===== src/rtl/div_issue_ctrl_if.sv =====
// Bundle of pipeline-side and divider-side signals around the divide issue controller.
// master = the controller itself, slave = the pipeline/divider environment.
interface div_issue_ctrl_if #(
  parameter int XLEN = 32,
  parameter int RD_W = 5
);
  logic            id_ex_valid;
  logic            id_ex_is_div;
  logic            id_ex_div_sign;
  logic            id_ex_div_res_sel;
  logic [XLEN-1:0] id_ex_rs1_data;
  logic [XLEN-1:0] id_ex_rs2_data;
  logic [RD_W-1:0] id_ex_rd;
  logic            flush;
  logic            ex_is_div_inst;
  logic            ex_div_sign;
  logic            ex_div_res_sel;
  logic [XLEN-1:0] dividend;
  logic [XLEN-1:0] divisor;
  logic            div_done;
  logic [XLEN-1:0] div_res;
  logic            stall_req;
  logic            wb_valid;
  logic [RD_W-1:0] wb_rd;
  logic [XLEN-1:0] wb_data;

  modport master (
    input  id_ex_valid, id_ex_is_div, id_ex_div_sign, id_ex_div_res_sel,
           id_ex_rs1_data, id_ex_rs2_data, id_ex_rd, flush, div_done, div_res,
    output ex_is_div_inst, ex_div_sign, ex_div_res_sel, dividend, divisor,
           stall_req, wb_valid, wb_rd, wb_data
  );

  modport slave (
    output id_ex_valid, id_ex_is_div, id_ex_div_sign, id_ex_div_res_sel,
           id_ex_rs1_data, id_ex_rs2_data, id_ex_rd, flush, div_done, div_res,
    input  ex_is_div_inst, ex_div_sign, ex_div_res_sel, dividend, divisor,
           stall_req, wb_valid, wb_rd, wb_data
  );
endinterface


===== src/rtl/div_issue_ctrl.sv =====
// EX-stage issue/stall controller for the iterative divider: launches a divide,
// stalls until div_done, resolves divide-by-zero and signed overflow locally.
module div_issue_ctrl #(
  parameter int XLEN = 32,
  parameter int RD_W = 5
) (
  input  logic               clk,
  input  logic               rst_n,
  div_issue_ctrl_if.master   bus
);

  localparam logic [1:0] S_IDLE  = 2'd0;
  localparam logic [1:0] S_BUSY  = 2'd1;
  localparam logic [1:0] S_DONE  = 2'd2;
  localparam logic [1:0] S_ABORT = 2'd3;

  localparam logic [XLEN-1:0] MIN_NEG = {1'b1, {(XLEN-1){1'b0}}};

  logic [1:0]      state, state_nxt;
  logic            sign_q, res_sel_q;
  logic [XLEN-1:0] dividend_q, divisor_q, wb_data_q;
  logic [RD_W-1:0] rd_q;

  logic            accept;
  logic            div_by_zero, sign_ovf, special;
  logic [XLEN-1:0] special_res;

  assign accept = (state == S_IDLE) && bus.id_ex_valid && bus.id_ex_is_div && !bus.flush;

  // Results the divider would produce for the two corner cases, computed without running it.
  assign div_by_zero = (bus.id_ex_rs2_data == '0);
  assign sign_ovf    = bus.id_ex_div_sign && (bus.id_ex_rs1_data == MIN_NEG) &&
                       (bus.id_ex_rs2_data == '1);
  assign special     = div_by_zero || sign_ovf;
  assign special_res = bus.id_ex_div_res_sel ? (div_by_zero ? bus.id_ex_rs1_data : '0)
                                             : (div_by_zero ? '1 : MIN_NEG);

  always_comb begin
    // NOTE: default first so every path assigns state_nxt and no latch is inferred.
    state_nxt = state;
    case (state)
      S_IDLE:  if (accept) state_nxt = special ? S_DONE : S_BUSY;
      S_BUSY:  if (bus.flush) state_nxt = S_ABORT;
               else if (bus.div_done) state_nxt = S_DONE;
      S_DONE:  state_nxt = S_IDLE;
      S_ABORT: state_nxt = S_IDLE;
      default: state_nxt = S_IDLE;
    endcase
  end

  always_ff @(posedge clk) begin
    // NOTE: datapath registers are reset too, since their reset values are visible on the ports.
    if (!rst_n) begin
      state      <= S_IDLE;
      sign_q     <= 1'b0;
      res_sel_q  <= 1'b0;
      dividend_q <= '0;
      divisor_q  <= '0;
      rd_q       <= '0;
      wb_data_q  <= '0;
    end else begin
      state <= state_nxt;
      if (accept) begin
        sign_q     <= bus.id_ex_div_sign;
        res_sel_q  <= bus.id_ex_div_res_sel;
        dividend_q <= bus.id_ex_rs1_data;
        divisor_q  <= bus.id_ex_rs2_data;
        rd_q       <= bus.id_ex_rd;
      end
      if (accept && special)
        wb_data_q <= special_res;
      else if ((state == S_BUSY) && bus.div_done && !bus.flush)
        wb_data_q <= bus.div_res;
    end
  end

  // The request drops in ABORT and DONE, so the divider always sees a low cycle between operations.
  assign bus.ex_is_div_inst = (state == S_BUSY);
  assign bus.ex_div_sign    = sign_q;
  assign bus.ex_div_res_sel = res_sel_q;
  assign bus.dividend       = dividend_q;
  assign bus.divisor        = divisor_q;
  assign bus.stall_req      = !bus.flush && ((state == S_BUSY) || (state == S_ABORT) ||
                              ((state == S_IDLE) && bus.id_ex_valid && bus.id_ex_is_div));
  assign bus.wb_valid       = (state == S_DONE) && !bus.flush;
  assign bus.wb_rd          = rd_q;
  assign bus.wb_data        = wb_data_q;

endmodule

===== src/flat_wrapper.sv =====
// flat-port wrapper written by rule: the top's interface ports become plain ports
module div_issue_ctrl_flat 
#(
  parameter int XLEN = 32,
  parameter int RD_W = 5
)
  (clk, rst_n, bus_id_ex_valid, bus_id_ex_is_div, bus_id_ex_div_sign, bus_id_ex_div_res_sel, bus_id_ex_rs1_data, bus_id_ex_rs2_data, bus_id_ex_rd, bus_flush, bus_div_done, bus_div_res, bus_ex_is_div_inst, bus_ex_div_sign, bus_ex_div_res_sel, bus_dividend, bus_divisor, bus_stall_req, bus_wb_valid, bus_wb_rd, bus_wb_data);
  div_issue_ctrl_if #(.XLEN(XLEN), .RD_W(RD_W)) bus_i ();
  input  logic clk;
  input  logic rst_n;
  input wire logic [$bits(bus_i.id_ex_valid)-1:0] bus_id_ex_valid;
  input wire logic [$bits(bus_i.id_ex_is_div)-1:0] bus_id_ex_is_div;
  input wire logic [$bits(bus_i.id_ex_div_sign)-1:0] bus_id_ex_div_sign;
  input wire logic [$bits(bus_i.id_ex_div_res_sel)-1:0] bus_id_ex_div_res_sel;
  input wire logic [$bits(bus_i.id_ex_rs1_data)-1:0] bus_id_ex_rs1_data;
  input wire logic [$bits(bus_i.id_ex_rs2_data)-1:0] bus_id_ex_rs2_data;
  input wire logic [$bits(bus_i.id_ex_rd)-1:0] bus_id_ex_rd;
  input wire logic [$bits(bus_i.flush)-1:0] bus_flush;
  input wire logic [$bits(bus_i.div_done)-1:0] bus_div_done;
  input wire logic [$bits(bus_i.div_res)-1:0] bus_div_res;
  output wire logic [$bits(bus_i.ex_is_div_inst)-1:0] bus_ex_is_div_inst;
  output wire logic [$bits(bus_i.ex_div_sign)-1:0] bus_ex_div_sign;
  output wire logic [$bits(bus_i.ex_div_res_sel)-1:0] bus_ex_div_res_sel;
  output wire logic [$bits(bus_i.dividend)-1:0] bus_dividend;
  output wire logic [$bits(bus_i.divisor)-1:0] bus_divisor;
  output wire logic [$bits(bus_i.stall_req)-1:0] bus_stall_req;
  output wire logic [$bits(bus_i.wb_valid)-1:0] bus_wb_valid;
  output wire logic [$bits(bus_i.wb_rd)-1:0] bus_wb_rd;
  output wire logic [$bits(bus_i.wb_data)-1:0] bus_wb_data;
  assign bus_i.id_ex_valid = bus_id_ex_valid;
  assign bus_i.id_ex_is_div = bus_id_ex_is_div;
  assign bus_i.id_ex_div_sign = bus_id_ex_div_sign;
  assign bus_i.id_ex_div_res_sel = bus_id_ex_div_res_sel;
  assign bus_i.id_ex_rs1_data = bus_id_ex_rs1_data;
  assign bus_i.id_ex_rs2_data = bus_id_ex_rs2_data;
  assign bus_i.id_ex_rd = bus_id_ex_rd;
  assign bus_i.flush = bus_flush;
  assign bus_i.div_done = bus_div_done;
  assign bus_i.div_res = bus_div_res;
  assign bus_ex_is_div_inst = bus_i.ex_is_div_inst;
  assign bus_ex_div_sign = bus_i.ex_div_sign;
  assign bus_ex_div_res_sel = bus_i.ex_div_res_sel;
  assign bus_dividend = bus_i.dividend;
  assign bus_divisor = bus_i.divisor;
  assign bus_stall_req = bus_i.stall_req;
  assign bus_wb_valid = bus_i.wb_valid;
  assign bus_wb_rd = bus_i.wb_rd;
  assign bus_wb_data = bus_i.wb_data;
  div_issue_ctrl #(.XLEN(XLEN), .RD_W(RD_W)) u_core (.clk(clk), .rst_n(rst_n), .bus(bus_i));
endmodule

===== config.mk =====
export PLATFORM = sky130hd
export DESIGN_NAME = div_issue_ctrl_flat
export DESIGN_NICKNAME = d
export VERILOG_FILES = /design/src/rtl/div_issue_ctrl_if.sv /design/src/rtl/div_issue_ctrl.sv /design/src/flat_wrapper.sv
export SDC_FILE = /design/constraint.sdc
export NUM_CORES = 1
export LEC_CHECK = 0
export CAP_MARGIN = 20
export CORE_MARGIN = 2
export CORE_UTILIZATION = 41
export CTS_CLUSTER_SIZE = 28
export DETAILED_ROUTE_END_ITERATION = 8
export PLACE_DENSITY = 0.9
export SYNTH_ARGS = -nofsm -noshare
export SYNTH_HDL_FRONTEND = slang
export SYNTH_SLANG_ARGS = --single-unit

===== constraint.sdc =====
create_clock -name clk -period 2.4 [get_ports clk]
set_input_delay 0.36 -clock clk [delete_from_list [all_inputs] [get_ports clk]]
set_output_delay 0.36 -clock clk [all_outputs]
set_load 0.01 [all_outputs]

==> out/metrics.csv <==
stage,metric,value,unit
timing,"Slew Viols, Final",0,
drt,Post-route DRC,0,
setup_path,CP endpoint kind,flop,
clocking,clock buffer depth,2,
timing,max_slew headroom,0.6563,
status,status,"finished, final reports clean",
placed_design,routability congestion estimate,0.8298,
pwr,leakage power,2.546,nW
timing,final hold viol count,0,
job,Max Cap Viol,0,
finish,diode count,0,
synthesis,combinational family with the most area after synthesis,simple AND/OR/NAND/NOR gates,
setup_path,Worst Setup EP,u_core.state[0]$_SDFFE_PN0P_,
timing,Setup Viol. Count Final,0,
clocking,CTS Hold Bufs,0,
setup_path,Arrival @ worst endpoint,2.49,ns
floorplan,Boundary Pins,215,
clocking,CTS tree,yes,
synthesis,Synthesized Nets,616,
clocking,TritonCTS Buffers,9,
synthesis,syn avg cell area,8.645,um^2
drt,1st-iter DRT viols,269,
synthesis,adder-cell share of the synthesized area,0,
global_routing,initial antenna violation count,0,
setup_path,worst r2r dst,u_core.bus.wb_data[28]$_SDFFE_PN0P_,
timing,Setup Skew,0.01037,ns
floorplan,core area,10370,um^2
synthesis,Post-synth ARST share,0,
timing,RSZ-0062 raised after global routing,no,
synthesis,Syn Inst Count,507,
setup_path,Reg2Reg Launch Point,u_core.state[1]$_SDFFE_PN0P_,
placed_design,Port-buffer cells,214,
timing,fin crit period,2.230,ns
clocking,clock slew at reported path FFs,0.10,ns
finish,share of cells above drive strength 1,0.1364,
timing,final worst setup slack,0.1703,ns
timing,Fin Hold WS,0.4392,ns
floorplan,overall die area,11530,um^2
timing,FMAX,448.5,MHz
setup_path,Crit. Startpoint,bus_id_ex_rs2_data[6],
drt,Vias per Instance,5.230,
min_path,hold path depth,2,
floorplan,initial core utilization,0.4227,
placed_design,post-DP HPWL,11.26,mm
synthesis,Post-synth EDFFs,0,
global_routing,total grt overflow,0,
timing,part of the cycle the worst path needs,0.9290,
synthesis,Post-synth top flop,dfxtp_1,
clocking,clock sinks,105,
global_routing,overall routing resource usage,0.2598,
finish,FILL cells,817,
synthesis,synth warn,0,
synthesis,Yosys reg bits,105,
setup_path,reg2reg path depth,7,
global_routing,vias in the first global route,4746,
drt,post-route ant nets,0,
drt,Routed WL per cell,16.94,um
synthesis,Compound-Gate Fraction of Synth Area,0.1801,
synthesis,Post-Synth Simple-Gate Area,0.2949,
synthesis,multiplexer share of the synthesized area,0,
clocking,Root Buffer Master,clkbuf_8,
setup_path,CP Class,input port to flop,
floorplan,Chip Height,107.4,um
floorplan,cell row count,37,
timing,Worst-Margin Slew,0.5155,ns
finish,area growth from synthesis to layout,62.92,%
pwr,worst vdd ir,0.0002694,V
floorplan,width of the die,107.4,um
global_routing,largest net degree at the start of global routing,54,
setup_path,critical path peak fanout,2,
clocking,Worst-Skew Late Latency,0.36,ns
finish,Final #Nets,853,
drt,DRT Pass-1 Iters,5,
setup_path,reg2reg setup slack,0.38,ns
min_path,Hold Crit Class,input port to flop,
pwr,PD cells,507.8,nW/um^2
global_routing,global-route wire length before repair,23.70,mm
setup_path,worst path required time,2.66,ns
synthesis,post-synthesis sequential area ratio,0.4796,
setup_path,Startpoint Class,input port,
synthesis,count of cell types in the netlist,31,
clocking,H-tree depth,3,
synthesis,Synth Area in XOR/XNOR,0,
drt,Total Routed Length,14.98,mm
drt,Vias,4623,
synthesis,Synth Cell Area,4383,um^2
placed_design,Place WS,-0.3132,ns
-- timing repair --
action | in CTS | in global routing
pin swaps | 0 | 0
resized for setup | 1 | 1
endpoints found under the hold margin | 0 | 0
endpoints found under the setup margin | 1 | 31
setup buffers | 0 | 0
-- power by group --
| group | leakage, nW | internal [W] | switching, W |
|---|---|---|---|
| clock | 0.106 | 0.000616 | 0.000611 |
| sequential | 0.851 | 0.00179 | 0.0000291 |
| combinational | 1.59 | 0.000340 | 0.000238 |
| total | 2.55 | 0.00275 | 0.000878 |
-- sequential cells by signal, summed over array words and instances (netlist names) --
name                       count
u_core.bus.dividend           32
u_core.bus.divisor            32
u_core.bus.wb_data            32
u_core.bus.wb_rd               5
u_core.state                   2
u_core.bus.ex_div_res_sel      1
u_core.bus.ex_div_sign         1
-- critical path: stages --
cell             delay, ns
clkdlybuf4s50_1       0.52
or4b_1                0.44
nor4_1                0.34
nand4_1               0.19
o21ai_0               0.30
o32ai_1               0.16
and2_1                0.18
-- Yosys cell counts (all sizes together) (3+ instances only) --
master | number | area share
o22ai | 31 | 0.044
inv | 4 | 0.0034
clkbuf | 29 | 0.025
dfxtp | 105 | 0.48
a21boi | 71 | 0.12
nand4 | 9 | 0.013
buf | 6 | 0.017
nor3 | 34 | 0.075
nand2 | 147 | 0.13
or4 | 3 | 0.0060
o21ai | 3 | 0.0043
nor2 | 32 | 0.027
nor4 | 15 | 0.024
-- cell usage in the layout, fill, tap and decap left out, types with 2 or more instances in the layout --
master	n
nor3_1	2
and3_1	2
dfxtp_1	105
o32ai_1	2
clkdlybuf4s50_1	212
buf_4	43
a21boi_0	71
nand4b_1	2
nor3_2	32
or4b_1	2
or4_1	2
nor4_2	2
nand2_1	147
or2_2	2
o21ai_0	2
clkbuf_8	10
nor2_1	32
nor4_1	12
nand4_1	9
buf_12	4
o22ai_1	31
bufinv_16	2
inv_1	4
-- cells by family after synthesis --
logic type,after synthesis
buffers and inverters,39
AND/OR/NAND/NOR,253
AO/OA/AOI/OAI,110
flip-flops,105
-- per-stage QoR --
stage	instances	power (W)	TNS [ns]	instance area [um^2]	utilization
finish	884	0.003626	0	7141	0.6886
global route	884	0.003774	0	7141	0.6886
CTS	884	0.003645	0	7134	0.6880
detailed placement	869	0.002436	-8.634	6918	0.6671
global placement	869	0.002420	-5.512	6918	0.6671
floorplan	507	0.002035	0	4383	-
-- worst min path at each step --
stage	startpoint	to	slack, ns
after CTS	rst_n	u_core.bus.dividend[13]$_SDFFE_PN0P_	0.42
after floorplan	u_core.bus.dividend[0]$_SDFFE_PN0P_	u_core.bus.dividend[0]$_SDFFE_PN0P_	0.49
final	rst_n	u_core.bus.dividend[7]$_SDFFE_PN0P_	0.44
after global placement	u_core.bus.divisor[23]$_SDFFE_PN0P_	u_core.bus.divisor[23]$_SDFFE_PN0P_	0.45
after detailed placement	u_core.bus.dividend[13]$_SDFFE_PN0P_	u_core.bus.dividend[13]$_SDFFE_PN0P_	0.46
after global routing	rst_n	u_core.bus.dividend[8]$_SDFFE_PN0P_	0.43
-- metal layers --
layer  vias up  track usage  wire [um]  part of all wire
met4         0      0.07692        277             0.018
met1      2176       0.3098       6178              0.41
met3        20      0.06780       1188             0.079
met2       201       0.4584       7332              0.49
li1       2226            -          -                 -
met5         -            0          0                 0
-- layout make-up --
class,instances,area [um^2],area share
Inverter,4,15.01,0.002103
Tap cell,136,170.2,0.02383
Clock inverter,4,76.32,0.01069
Multi-Input combinational cell,363,2097,0.2937
Sequential cell,105,2102,0.2944
Timing Repair Buffer,261,2539,0.3555
Clock buffer,11,141.4,0.01980
Note: power is estimated with default switching activity, not from simulation.
